==> src/rtl/ram_word_master_if.sv <==
// Bus bundle between the double-width requester, the word master and the RAM port.
// The master modport is the controller's view; the slave modport is the requester/RAM side.
interface ram_word_master_if #(
  parameter int DATA_WIDTH = 16,
  parameter int ADDR_SPACE = 16
);
  logic                      req_valid;
  logic                      req_ready;
  logic                      req_write;
  logic [ADDR_SPACE-1:0]     req_addr;
  logic [2*DATA_WIDTH-1:0]   req_wdata;
  logic                      rsp_valid;
  logic [2*DATA_WIDTH-1:0]   rsp_rdata;
  logic [ADDR_SPACE-1:0]     mem_address;
  logic [DATA_WIDTH-1:0]     mem_data;
  logic                      mem_wren;
  logic [DATA_WIDTH-1:0]     mem_q;

  modport master (
    input  req_valid, req_write, req_addr, req_wdata, mem_q,
    output req_ready, rsp_valid, rsp_rdata, mem_address, mem_data, mem_wren
  );

  modport slave (
    output req_valid, req_write, req_addr, req_wdata, mem_q,
    input  req_ready, rsp_valid, rsp_rdata, mem_address, mem_data, mem_wren
  );
endinterface

==> src/rtl/ram_word_master.sv <==
// Splits each double-width read/write request into two consecutive single-word RAM
// accesses (low half at addr, high half at addr+1) and reassembles read results.
module ram_word_master #(
  parameter int DATA_WIDTH = 16,
  parameter int ADDR_SPACE = 16
) (
  input  logic                clock,
  input  logic                reset_n,
  ram_word_master_if.master   bus
);
  localparam int DW = DATA_WIDTH;
  localparam int AW = ADDR_SPACE;

  typedef enum logic [1:0] {IDLE, LO, HI, TAIL} state_t;

  state_t            state_q, state_d;
  logic              write_q, write_d;
  logic [AW-1:0]     addr_q, addr_d;
  logic [2*DW-1:0]   wdata_q, wdata_d;
  logic [AW-1:0]     mem_address_q, mem_address_d;
  logic [DW-1:0]     mem_data_q, mem_data_d;
  logic              mem_wren_q, mem_wren_d;
  logic              rsp_valid_q, rsp_valid_d;
  logic [2*DW-1:0]   rsp_rdata_q, rsp_rdata_d;
  logic [AW-1:0]     addr_inc;

  // Natural width truncation gives the modulo wrap of the high-half address.
  assign addr_inc = addr_q + AW'(1);

  // RAM drive values are computed one cycle early so every mem_* output is a flop.
  always_comb begin
    state_d       = state_q;
    write_d       = write_q;
    addr_d        = addr_q;
    wdata_d       = wdata_q;
    mem_address_d = mem_address_q;
    mem_data_d    = mem_data_q;
    mem_wren_d    = 1'b0;
    rsp_valid_d   = 1'b0;
    rsp_rdata_d   = rsp_rdata_q;
    case (state_q)
      IDLE: begin
        if (bus.req_valid) begin
          state_d       = LO;
          write_d       = bus.req_write;
          addr_d        = bus.req_addr;
          wdata_d       = bus.req_wdata;
          mem_address_d = bus.req_addr;
          mem_data_d    = bus.req_wdata[DW-1:0];
          mem_wren_d    = bus.req_write;
        end
      end
      LO: begin
        state_d       = HI;
        mem_address_d = addr_inc;
        mem_data_d    = wdata_q[2*DW-1:DW];
        mem_wren_d    = write_q;
      end
      HI: begin
        // RAM output now carries the word addressed during LO.
        if (write_q) begin
          state_d = IDLE;
        end else begin
          state_d              = TAIL;
          rsp_rdata_d[DW-1:0]  = bus.mem_q;
        end
      end
      TAIL: begin
        state_d                 = IDLE;
        rsp_rdata_d[2*DW-1:DW]  = bus.mem_q;
        rsp_valid_d             = 1'b1;
      end
      default: state_d = IDLE;
    endcase
  end

  always_ff @(posedge clock or negedge reset_n) begin
    if (!reset_n) begin
      state_q       <= IDLE;
      write_q       <= 1'b0;
      addr_q        <= '0;
      wdata_q       <= '0;
      mem_address_q <= '0;
      mem_data_q    <= '0;
      mem_wren_q    <= 1'b0;
      rsp_valid_q   <= 1'b0;
      rsp_rdata_q   <= '0;
    end else begin
      state_q       <= state_d;
      write_q       <= write_d;
      addr_q        <= addr_d;
      wdata_q       <= wdata_d;
      mem_address_q <= mem_address_d;
      mem_data_q    <= mem_data_d;
      mem_wren_q    <= mem_wren_d;
      rsp_valid_q   <= rsp_valid_d;
      rsp_rdata_q   <= rsp_rdata_d;
    end
  end

  assign bus.req_ready   = (state_q == IDLE);
  assign bus.mem_address = mem_address_q;
  assign bus.mem_data    = mem_data_q;
  assign bus.mem_wren    = mem_wren_q;
  assign bus.rsp_valid   = rsp_valid_q;
  assign bus.rsp_rdata   = rsp_rdata_q;
endmodule
==> src/flat_wrapper.sv <==
// flat-port wrapper written by rule: the top's interface ports become plain ports
module ram_word_master_flat 
#(
  parameter int DATA_WIDTH = 16,
  parameter int ADDR_SPACE = 16
)
  (clock, reset_n, bus_req_valid, bus_req_write, bus_req_addr, bus_req_wdata, bus_mem_q, bus_req_ready, bus_rsp_valid, bus_rsp_rdata, bus_mem_address, bus_mem_data, bus_mem_wren);
  ram_word_master_if #(.DATA_WIDTH(DATA_WIDTH), .ADDR_SPACE(ADDR_SPACE)) bus_i ();
  input  logic clock;
  input  logic reset_n;
  input wire logic [$bits(bus_i.req_valid)-1:0] bus_req_valid;
  input wire logic [$bits(bus_i.req_write)-1:0] bus_req_write;
  input wire logic [$bits(bus_i.req_addr)-1:0] bus_req_addr;
  input wire logic [$bits(bus_i.req_wdata)-1:0] bus_req_wdata;
  input wire logic [$bits(bus_i.mem_q)-1:0] bus_mem_q;
  output wire logic [$bits(bus_i.req_ready)-1:0] bus_req_ready;
  output wire logic [$bits(bus_i.rsp_valid)-1:0] bus_rsp_valid;
  output wire logic [$bits(bus_i.rsp_rdata)-1:0] bus_rsp_rdata;
  output wire logic [$bits(bus_i.mem_address)-1:0] bus_mem_address;
  output wire logic [$bits(bus_i.mem_data)-1:0] bus_mem_data;
  output wire logic [$bits(bus_i.mem_wren)-1:0] bus_mem_wren;
  assign bus_i.req_valid = bus_req_valid;
  assign bus_i.req_write = bus_req_write;
  assign bus_i.req_addr = bus_req_addr;
  assign bus_i.req_wdata = bus_req_wdata;
  assign bus_i.mem_q = bus_mem_q;
  assign bus_req_ready = bus_i.req_ready;
  assign bus_rsp_valid = bus_i.rsp_valid;
  assign bus_rsp_rdata = bus_i.rsp_rdata;
  assign bus_mem_address = bus_i.mem_address;
  assign bus_mem_data = bus_i.mem_data;
  assign bus_mem_wren = bus_i.mem_wren;
  ram_word_master #(.DATA_WIDTH(DATA_WIDTH), .ADDR_SPACE(ADDR_SPACE)) u_core (.clock(clock), .reset_n(reset_n), .bus(bus_i));
endmodule
==> config.mk <==
export PLATFORM = sky130hd
export DESIGN_NAME = ram_word_master_flat
export DESIGN_NICKNAME = d
export VERILOG_FILES = /design/src/rtl/ram_word_master_if.sv /design/src/rtl/ram_word_master.sv /design/src/flat_wrapper.sv
export SDC_FILE = /design/constraint.sdc
export NUM_CORES = 1
export LEC_CHECK = 0
export BUFFER_PORTS_ARGS = -buffer_cell sky130_fd_sc_hd__clkbuf_2
export CAP_MARGIN = 20
export CORE_MARGIN = 3
export CORE_UTILIZATION = 55
export CTS_CLUSTER_SIZE = 28
export DETAILED_ROUTE_END_ITERATION = 6
export PLACE_DENSITY_LB_ADDON = 0.12
export SYNTH_ARGS = -nofsm -noshare
export SYNTH_HDL_FRONTEND = slang
export SYNTH_SLANG_ARGS = --single-unit
export TNS_END_PERCENT = 10
==> constraint.sdc <==
create_clock -name clock -period 3.86 [get_ports clock]
set_input_delay 0.772 -clock clock [delete_from_list [all_inputs] [get_ports clock]]
set_output_delay 0.772 -clock clock [all_outputs]
set_load 0.05 [all_outputs]
==> impl_metrics.csv <==
group,metric,value,unit
global_route,grt_pass1_vias,3146,
sta,slew_viol_final,0,
placement,port_buffers,134,
critical_path,critPathKind,"register to output pin",
cts,cts.sinks,101,
worst_hold_path,whs_endpoint,"u_core.bus.mem_data[15]",
flow_run,max_cap_violations,0,
sta,fin_crit_sh,0.535,
critical_path,start_kind,"register",
detailed_routing,wl,9060,um
floorplan,start_util,0.577,
sta,finalSetupViolCount,0,
cells_and_area,antenna_cells,0,
floorplan,row_count,31,
cells_and_area,multi_input_area,1630,um^2
detailed_routing,drcViolationCount,0,
yosys,postSynthCellCount,382,
yosys,ys_async_sr_fraction,1.00,
critical_path,slowest_delay,480,ps
yosys,synth_top_area_share,0.592,
floorplan,fp.dieW,94.1,um
cts,cts_made_buffers,9,
detailed_routing,vias_per_cell,5.14,
yosys,synth_area,4270,um^2
critical_path,rrSetupSlack,1990,ps
global_route,antenna_found_initial,0,
cells_and_area,fin_nets,584,
global_route,grt_max_degree,67,
status,status,"completed",
sta,rsz0062_at_grt,"false",
cells_and_area,area_growth,22.8,%
floorplan,ios,135,
worst_hold_path,hold_class,"register to register",
detailed_routing,ant_nets,0,
cts,clock_latency,350,ps
cts,post_cts_buffers,0,
yosys,synth_area_leader_cell,"dfrtp_1",
cts,clkTransAtPathRegs,100,ps
global_route,grt_pass1_wl,15200,um
critical_path,crit-reg2reg-launch,"u_core.state_q[0]",
critical_path,cp_num_buf_inv,1,
cts,clock_path_buffers,2,
detailed_routing,drt-initial-drc-count,110,
critical_path,worstPathCellList,"nor2_1, clkbuf_2",
sta,finalHoldViolCount,0,
yosys,postSynthAreaPerCell,11.2,um^2
critical_path,critPathArrivalTime,1290,ps
sta,skew,12.1,ps
detailed_routing,drtPass1Iterations,4,
yosys,ys_seq_area_frac,0.592,
critical_path,r2r_end,"u_core.bus.mem_address[15]",
sta,relSlewSlack,0.457,
yosys,yosys-top-cells-area,"dfrtp_1, nand2_1, mux2_2",
floorplan,core_area,7410,um^2
critical_path,reg2reg_depth,5,
cts,cts-root-buf,"clkbuf_8",
cts,cts_tree,"done",
cts,hold_buffers,0,
cells_and_area,drive_above_1_share,0.383,
placement,place_congestion,0.793,
critical_path,cp_top_family,"flip-flops",
yosys,synth_cell_types,39,
global_route,grt_usage,0.219,
worst_hold_path,hp-start,"u_core.bus.mem_data[15]",
cells_and_area,fillers,580,
yosys,synth_common_cells,"nand2_1, dfrtp_1, a22oi_1",
critical_path,crit_slowest_cell,"dfrtp_1",
detailed_routing,dr_total_vias,3184,
floorplan,dieArea,8860,um^2
cts,ctsResizeCount,0,
detailed_routing,wl_per_cell,14.6,um
critical_path,path_max_fanout,6,
yosys,ys_seq_elements,101,
yosys,ys.flop_type,"dfrtp_1",
sta,fmaxAchievable,0.485,GHz
cells_and_area,regArea,2530,um^2
sta,tns,0,ps
sta,min_period,2060,ps
worst_hold_path,hold_depth,2,
floorplan,chipHeight,94.1,um
global_route,grt_remaining_overflow,0,
placement,dp_hpwl,6410,um
cts,h-tree-depth,3,
yosys,yosysMostFrequentCell,"nand2_1",
sta,worstMarginPinSlew,814,ps
yosys,synth_edf_count,0,
yosys,syn-num-nets,451,
critical_path,endpoint_kind,"output pin",
yosys,yosysWarnings,0,
critical_path,cp.required,3090,ps
[flip-flops by register name, indices dropped and copies added, names as in the netlist]
register	cells
u_core.bus.rsp_valid	1
u_core.bus.mem_wren	1
u_core.bus.mem_data	16
u_core.bus.rsp_rdata	32
u_core.bus.mem_address	16
u_core.state_q	2
u_core.wdata_q	16
u_core.addr_q	16
u_core.write_q	1
[per-stage QoR]
step	cell area (um^2)	util	cells	hold WS (ps)	worst slack, ps
after floorplan	4270	-	382	447	1840
after global placement	5010	0.677	603	457	1780
after detailed placement	5010	0.677	603	461	1720
after CTS	5250	0.708	619	486	1780
after global routing	5250	0.708	619	501	1710
final	5250	0.708	619	480	1800
[layout make-up]
type,count,share of cell area
tap,99,0.0236
sequential,101,0.482
inverter,3,0.00215
timing repair buffer,140,0.137
multi-input combinational,260,0.312
clock buffer,10,0.0262
clock inverter,6,0.0177
[logic make-up (layout without fill, tap and decap cells)]
group                      after synthesis  count (layout)  synth area share
adders and majority gates                1               1           0.00293
DFF                                    101             101             0.592
and+or+nand+nor                        165             165             0.186
xor gates and xnor gates                14              14            0.0287
buffers and inverters                   21             159            0.0272
AOI/OAI and AO/OA                       48              48            0.0796
muxes                                   32              32            0.0843
[worst reg2reg max path, cell delays in order, from the launching register on]
cell and delay (ps):
dfrtp_1 480, nor2_1 170, nand2_1 360, buf_4 380, a211oi_1 310, a21oi_2 50
[metal layers]
| metal | vias to the layer above | global-route usage | wire [um] |
|---|---|---|---|
| li1 | 1549 | - | - |
| met1 | 1540 | 0.297 | 3960 |
| met2 | 83 | 0.361 | 4530 |
| met3 | 12 | 0.0296 | 418 |
| met4 | 0 | 0.0818 | 156 |
| met5 | - | 0 | 0 |
[cell usage in the layout (no fill, tap or decap), types with 3 or more instances in the layout]
cell	instances
a211oi_1	4
a21o_1	4
a22oi_1	25
and2_1	4
buf_4	7
clkbuf_2	133
clkbuf_8	10
dfrtp_1	101
inv_1	3
mux2_1	8
mux2_2	24
nand2_1	130
nand3_1	3
nor2_1	5
nor3_1	3
nor4_2	3
o21ai_1	6
xnor2_1	14
[how the worst max path moves through the flow]
stage	startpoint	to	slack, ps	depth (start not counted)
detailed placement	bus_req_valid	u_core.bus.mem_address[9]	1720	6
global route	u_core.state_q[0]	bus_req_ready	1710	2
global placement	bus_req_valid	u_core.bus.mem_address[9]	1780	6
floorplan	u_core.state_q[0]	u_core.addr_q[11]	1840	4
finish	u_core.state_q[0]	bus_req_ready	1800	2
CTS	u_core.state_q[0]	bus_req_ready	1780	2
Power is not shown: default switching activity piles up to over one toggle a cycle in this logic, so the estimate is an artifact.
